[src/rtl/mult_div_unit.sv]
// Iterative HI/LO unit: MULT/MULTU (shift-add), DIV/DIVU (restoring), MFHI/MFLO/MTHI/MTLO.
// Define MDU_FAST_MULT_EN to replace the 32-cycle multiply with a single-cycle product.
module mult_div_unit (
  input  logic        clk,
  input  logic        rst,
  input  logic [5:0]  funct,
  input  logic [31:0] operand_a,
  input  logic [31:0] operand_b,
  input  logic        flush,
  output logic        stall_req,
  output logic        busy,
  output logic [31:0] result,
  output logic [31:0] hi,
  output logic [31:0] lo
);

  localparam logic [5:0] F_MFHI  = 6'h10;
  localparam logic [5:0] F_MTHI  = 6'h11;
  localparam logic [5:0] F_MFLO  = 6'h12;
  localparam logic [5:0] F_MTLO  = 6'h13;
  localparam logic [5:0] F_MULT  = 6'h18;
  localparam logic [5:0] F_MULTU = 6'h19;
  localparam logic [5:0] F_DIV   = 6'h1A;
  localparam logic [5:0] F_DIVU  = 6'h1B;

  typedef enum logic [1:0] {IDLE, MUL, DIV, DONE} state_t;

  state_t      state, next_state;
  logic [31:0] op_a, op_b, raw_a;
  logic [63:0] acc;
  logic [4:0]  cnt;
  logic        neg_q, neg_r, is_mul_q, div_zero;

  logic        is_mul_op, is_div_op, is_signed_op, start;
  logic        a_neg, b_neg;
  logic [31:0] a_mag, b_mag;
  logic [32:0] mul_sum, div_trial;
  logic [63:0] mul_step, div_step, prod_fix;
  logic [31:0] quot_fix, rem_fix;

  assign is_mul_op    = (funct == F_MULT) || (funct == F_MULTU);
  assign is_div_op    = (funct == F_DIV)  || (funct == F_DIVU);
  assign is_signed_op = (funct == F_MULT) || (funct == F_DIV);
  assign start        = (state == IDLE) && (is_mul_op || is_div_op) && !flush;

  assign a_neg = is_signed_op && operand_a[31];
  assign b_neg = is_signed_op && operand_b[31];
  assign a_mag = a_neg ? (~operand_a + 32'd1) : operand_a;
  assign b_mag = b_neg ? (~operand_b + 32'd1) : operand_b;

  // acc = {partial product, unshifted multiplier bits}; one multiplier bit retired per cycle.
  assign mul_sum  = {1'b0, acc[63:32]} + (acc[0] ? {1'b0, op_a} : 33'd0);
  assign mul_step = {mul_sum, acc[31:1]};

  // acc = {remainder, dividend/quotient}; the trial's top bit set means the subtract failed.
  assign div_trial = {acc[63:32], acc[31]} - {1'b0, op_b};
  assign div_step  = div_trial[32] ? {acc[62:0], 1'b0}
                                   : {div_trial[31:0], acc[30:0], 1'b1};

  assign prod_fix = neg_q ? (~acc + 64'd1) : acc;
  assign quot_fix = neg_q ? (~acc[31:0] + 32'd1) : acc[31:0];
  assign rem_fix  = neg_r ? (~acc[63:32] + 32'd1) : acc[63:32];

  // NOTE: state registers use non-blocking assignments so every flop samples pre-edge values.
  always_ff @(posedge clk) begin
    if (!rst) state <= IDLE;
    else      state <= next_state;
  end

  // NOTE: each always_comb assigns a default first so no path leaves a signal unassigned (no latch).
  always_comb begin
    next_state = state;
    case (state)
      IDLE: if (start) begin
`ifdef MDU_FAST_MULT_EN
        next_state = is_div_op ? DIV : DONE;
`else
        next_state = is_div_op ? DIV : MUL;
`endif
      end
      MUL, DIV: begin
        if (flush)             next_state = IDLE;
        else if (cnt == 5'd31) next_state = DONE;
      end
      DONE:    next_state = IDLE;
      default: next_state = IDLE;
    endcase
  end

  always_comb begin
    stall_req = start || (state == MUL) || (state == DIV);
    busy      = (state != IDLE);
    result    = 32'd0;
    if (funct == F_MFHI)      result = hi;
    else if (funct == F_MFLO) result = lo;
  end

  always_ff @(posedge clk) begin
    if (!rst) begin
      op_a     <= '0;
      op_b     <= '0;
      raw_a    <= '0;
      acc      <= '0;
      cnt      <= '0;
      neg_q    <= 1'b0;
      neg_r    <= 1'b0;
      is_mul_q <= 1'b0;
      div_zero <= 1'b0;
      hi       <= '0;
      lo       <= '0;
    end else begin
      case (state)
        IDLE: begin
          if (start) begin
            op_a     <= a_mag;
            op_b     <= b_mag;
            raw_a    <= operand_a;
            cnt      <= '0;
            neg_q    <= a_neg ^ b_neg;
            neg_r    <= a_neg;
            is_mul_q <= is_mul_op;
            div_zero <= (operand_b == 32'd0);
`ifdef MDU_FAST_MULT_EN
            acc <= is_mul_op ? ({32'd0, a_mag} * {32'd0, b_mag}) : {32'd0, a_mag};
`else
            acc <= is_mul_op ? {32'd0, b_mag} : {32'd0, a_mag};
`endif
          end else if (!flush) begin
            if (funct == F_MTHI) hi <= operand_a;
            if (funct == F_MTLO) lo <= operand_a;
          end
        end
        MUL: begin
          acc <= mul_step;
          cnt <= cnt + 5'd1;
        end
        DIV: begin
          acc <= div_step;
          cnt <= cnt + 5'd1;
        end
        DONE: begin
          if (!flush) begin
            if (is_mul_q) begin
              hi <= prod_fix[63:32];
              lo <= prod_fix[31:0];
            end else if (div_zero) begin
              hi <= raw_a;
              lo <= 32'hFFFF_FFFF;
            end else begin
              hi <= rem_fix;
              lo <= quot_fix;
            end
          end
        end
        default: ;
      endcase
    end
  end

endmodule

[config.mk]
export PLATFORM = sky130hd
export DESIGN_NAME = mult_div_unit
export DESIGN_NICKNAME = d
export VERILOG_FILES = /design/src/rtl/mult_div_unit.sv
export SDC_FILE = /design/constraint.sdc
export NUM_CORES = 1
export LEC_CHECK = 0
export BUFFER_PORTS_ARGS = -buffer_cell sky130_fd_sc_hd__buf_2
export CAP_MARGIN = 10
export CORE_MARGIN = 1.5
export CORE_UTILIZATION = 50
export DETAILED_ROUTE_END_ITERATION = 7
export GPL_ROUTABILITY_DRIVEN = 1
export HOLD_SLACK_MARGIN = 0.12
export PLACE_DENSITY = 0.69
export SYNTH_ARGS = -nofsm -noshare
export SYNTH_HDL_FRONTEND = slang
export SYNTH_SLANG_ARGS = --single-unit
[constraint.sdc]
create_clock -name clk -period 3.7 [get_ports clk]
set_input_delay 0.555 -clock clk [delete_from_list [all_inputs] [get_ports clk]]
set_output_delay 0.555 -clock clk [all_outputs]
set_load 0.005 [all_outputs]
Yosys cells after proc, flatten, opt, wreduce, memory -nomap -nowiden:

Cells that the tools add are included.

* memory bits (writable): 0
* memory bits (read-only): 0
* output and inout bits: 98
* input port bits: 73
* memories kept: 0
* register bits: 235
* logic and storage cells: 102
* latch bits: 0

* add/sub/neg operators: 8
* eq/ne operators: 19
* bitwise logic cells: 6
* multipliers: 0
* reductions and logical operators: 24
* div/mod/pow operators: 0
* shift-type cells: 0
* magnitude comparators: 0
* mux-type cells: 33

Operator list (number)
* $mux 32: 20
* $mux 64: 3
* $pmux 64 s3: 1
* $add 32x1->32 const B: 4
* $not 32->32: 4
* $pmux 32 s2: 2
* $add 64x1->64 const B: 1
* $not 64->64: 1
* $eq 6x5->1 const B: 8
* $add 32x32->33: 1
* $sub 33x32->33: 1
* $logic_not 32->1: 1
* $pmux 5 s2: 1
* $reduce_and 5->1: 2
* $mux 2: 4
* $ne 2x2->1 const B: 4
* $reduce_and 2->1: 4
* $logic_or 1x1->1: 6
* $pmux 2 s3: 1
* $reduce_bool 2->1: 3
* $add 5x1->5 const B: 1
* $eq 5x5->1 const B: 1
* $mux 5: 1
* $eq 2x2->1 const B: 2
* 9 further kinds: 13

Depth between registers and ports, before layout:

* depth in word-level cells: 7
* mapped depth: 15
* mapped depth without buffers: 13

Worst setup path before layout:

OpenSTA, ideal clock, no wires.

* kind: register to register
* from: reg acc[0]
* to: reg acc[60]
* arrival time: 3.262 ns
* clock period less this slack: 3.393 ns
* slack: 0.307 ns
* setup time: 0.130 ns
* cell stages (with the launch flop): 16
* data required time: 3.570 ns
* path through: dfxtp_1 > clkbuf_1 > clkbuf_1 > and2_1 > ha_1 > clkbuf_1 > a21oi_1 > o21ai_1 > nor4_1 > a21oi_1 > a311o_1 > a221o_1 > a31o_2 > a31oi_1 > xor2_1 > o22ai_1

* longest elaborated chain between the ends: 3

Ends and longest elaborated chain
* from (decl): RTL line 30 `logic [63:0] acc;`
* from (signal assigned): RTL line 126 `acc <= is_mul_op ? {32'd0, b_mag} : {32'd0, a_mag};`
* from (signal assigned): RTL line 134 `acc <= mul_step;`
* from (signal assigned): RTL line 138 `acc <= div_step;`
* $mux 32: RTL line 52 `assign mul_sum = {1'b0, acc[63:32]} + (acc[0] ? {1'b0, op_a} : 33'd0);`
* $add 32x32->33: RTL line 52
* $pmux 64 s3: RTL line 112 `case (state)`

Every way passes these cells.
A chain may end at the register's enable or synchronous reset.

Worst setup path after layout:

* from: reg acc[35]
* to: reg acc[61]

* longest elaborated chain between the ends: 3
* elaborated cells on any way between the ends: 4
* those cells by class: add/sub: 2; mux: 2

Ends and longest elaborated chain
* $sub 33x32->33: RTL line 56 `assign div_trial = {acc[63:32], acc[31]} - {1'b0, op_b};`
* $mux 64: RTL line 57 `assign div_step = div_trial[32] ? {acc[62:0], 1'b0}`
* $pmux 64 s3 *: RTL line 112

Every way passes the cells marked *; elsewhere a longest branch is shown, timed or not.

==> results.md <==
- Synth top area share: 25.98%
- DRC viols: 0
- Slew @ Worst Pin: 1186 ps
- Critical path type: reg -> reg
- DR pass1 iterations: 5
- Wire length per cell: 21.55 um
- DRT antenna net count: 0
- Count of final hold-check violations: 0
- Cell taking the most area after synthesis: dfxtp_1
- Vias in the first global route: 17,450
- Post-synth top cells: 321 x nand2_1, 251 x a21oi_1, 234 x dfxtp_1, 217 x nor2_1, 163 x clkbuf_1
- Peak supply drop: 0.4738 mV
- Core area: 35,570 um^2
- First-pass GRT wire length: 98,430 um
- Setup crit end kind: flip-flop
- Via count: 18,910
- RSZ-0062 raised after global routing: no
- Launch point of the worst reg-to-reg path: acc[35]$_SDFFE_PN0P_
- CTS tree: done
- Worst-case clock buffer depth: 3
- Worst setup SP type: flip-flop
- Final WL: 65,270 um
- Setup slack after layout: 132.8 ps
- Hold depth: 3
- Hold EP: op_b[0]$_SDFFE_PN0P_
- Starting Density: 50.70%
- Cells after Synth: 2,435
- HP Start: operand_b[0]
- FILL cells: 3,404
- Max-cap violations: 0
- Reg2reg path depth: 11
- Tot GR Track Use: 33.98%
- Top cells by area, synth: dfxtp_1 26%, a21oi_1 7.0%, nand2_1 6.7%
- PnR Total Power: 10.77 mW
- Seq/Total Area, Yosys: 25.98%
- Dpl ws: 160.3 ps
- Syn Nets: 2,585
- Area added between synthesis and finish: 14.88%
- CP Launch Point: acc[35]$_SDFFE_PN0P_
- Inserted Diodes: 0
- # hold bufs at CTS: 0
- Combined area of the multi-input logic cells: 12,350 um^2
- # setup viols final: 0
- Depth of the CTS H-tree: 1
- Seq cells post-synth: 234
- Synthesized area per cell: 7.405 um^2
- Clk sinks: 234
- Routability cong.: 0.9521
- Peak Freq: 0.2803 GHz
- Synth warn: 0
- Worst endpoint required time: 4120 ps
- Layout Nets: 2,696
- Die height: 192.9 um
- I/O Buffers: 170
- Async S/R FF share, synth: 0%
- CTS buffer count: 28
- Clk_skew: 15.53 ps
- Synth Flop Type: dfxtp_1
- Clock root buffer: clkbuf_16
- Hpwl dp: 47,840 um
- Critical path fanouts, max: 8
- Worst r2r dst: acc[61]$_SDFFE_PN0P_
- Grt ovf: 0
- Post-CTS setup buffer count: 0
- Cell with the most instances after synthesis: nand2_1
- Min-delay worst type: in -> reg
- Storage cell area: 4688 um^2
- # IOs: 171
- Post-synth EDFFs: 0
- Fraction of layout cells with a size suffix above 1: 15.69%
- Die area: 37,210 um^2
- Slew Limit Fails: 0
- Synth Cell Area: 18,030 um^2
- Pin count of the biggest net entering global routing: 154
- Setup slack, reg-to-reg: 130 ps
- Final worst path period share: 96.41%
- Post-synth cell types: 83
- Fin Setup TNS: 0 ps
- Leakage: 8.177 nW
- Outcome: completed
- Critical Path AT: 3990 ps
- DR vias/cell: 6.242
- DRT iter0 DRCs: 1,750
- Die width: 192.9 um
- Relative slew slack: 20.87%
- Antenna violations before repair: 0
- Fin crit period: 3567 ps
- Row Count: 69
- Power per cell area: 519.9 nW/um^2
- Register clock-pin slew on the reported worst setup and hold paths: 70 ps
- Clk Latency, worst-skew pair: 580 ps
metal layers:
layer	track usage, %	part of all wire (%)
met5	0	0
met4	14.91	4.5
met3	3.582	6.9
met2	56.40	47
met1	44.57	42
final cells by class:
cell class              instances  share of cell area [%]
multi-input cells            1935                   59.62
flip-flops and latches        234                   22.63
clock buffers                  29                   3.503
clock inverters                23                   1.860
well taps                     461                   2.784
repair buffers                282                   8.408
inverters                      65                   1.190
power by group:
part | switching (mW) | leakage [nW] | internal (mW)
clock | 1.28 | 0.519 | 2.07
combinational | 2.90 | 5.76 | 1.51
sequential | 0.266 | 1.89 | 2.74
total | 4.44 | 8.18 | 6.33
critical path, cell delays in order, from the launching register on:
cell,delay [ps]
dfxtp_1,580
ha_1,370
a21oi_1,210
nand2_1,70
o21ai_0,360
a21oi_1,240
o21a_1,290
o211ai_1,350
a2111oi_0,190
or3_1,340
a31oi_1,270
o22ai_1,150
worst max path at each step:
stage	end	cells past startpoint
5_1_grt	hi[24]$_SDFFE_PN0P_	12
6_report	acc[61]$_SDFFE_PN0P_	11
2_1_floorplan	acc[60]$_SDFFE_PN0P_	15
3_5_place_dp	acc[60]$_SDFFE_PN0P_	12
3_3_place_gp	acc[60]$_SDFFE_PN0P_	12
4_1_cts	acc[61]$_SDFFE_PN0P_	13
timing repair:
action / CTS / global route
gates resized for setup: 0 / 5
setup endpoints to repair: 0 / 10
endpoints found under the hold margin: 0 / 0
cells by family after synthesis:
logic type | count (synthesis) | share of synthesized area, %
AND/OR/NAND/NOR | 792 | 20.26
AO/OA/AOI/OAI | 768 | 27.28
buffers and inverters | 266 | 5.808
flip-flops | 234 | 25.98
XOR/XNOR | 202 | 9.811
multiplexers | 96 | 5.440
adder cells (fa/ha/maj) | 77 | 5.426
cell usage in the layout, fill, tap and decap left out, types with 28 or more instances in the layout:
master	netlist	layout
nor2_1	217	215
nand2_1	321	321
buf_2	17	170
buf_4	3	108
ha_1	75	71
o221ai_1	36	36
a21oi_1	251	249
and2_1	43	43
nand3_1	36	36
a211oi_1	71	71
mux2i_1	80	80
xor2_1	79	79
o21ai_0	139	138
inv_1	63	62
xnor2_1	123	123
nor3_1	36	36
a21o_1	28	28
dfxtp_1	234	231
clkbuf_16	0	29
a22oi_1	51	51
o211ai_1	36	36
per-stage QoR:
stage	hold slack, ps	instance area, um^2	std cells	utilization [%]
global route	296.0	20710	3029	58.24
finish	282.5	20710	3029	58.24
global placement	440.2	19590	2977	55.08
floorplan	431.2	18030	2435	-
CTS	272.0	20700	3029	58.21
detailed placement	445.7	19590	2977	55.08
flip-flops by register name (all words and copies together), names as in the netlist:
signal    count
hi           32
acc          64
lo           32
op_b         32
op_a         32
state         2
neg_r         1
raw_a        31
div_zero      1
cnt           5
is_mul_q      1
neg_q         1
Power figures use the tool's default switching activity.
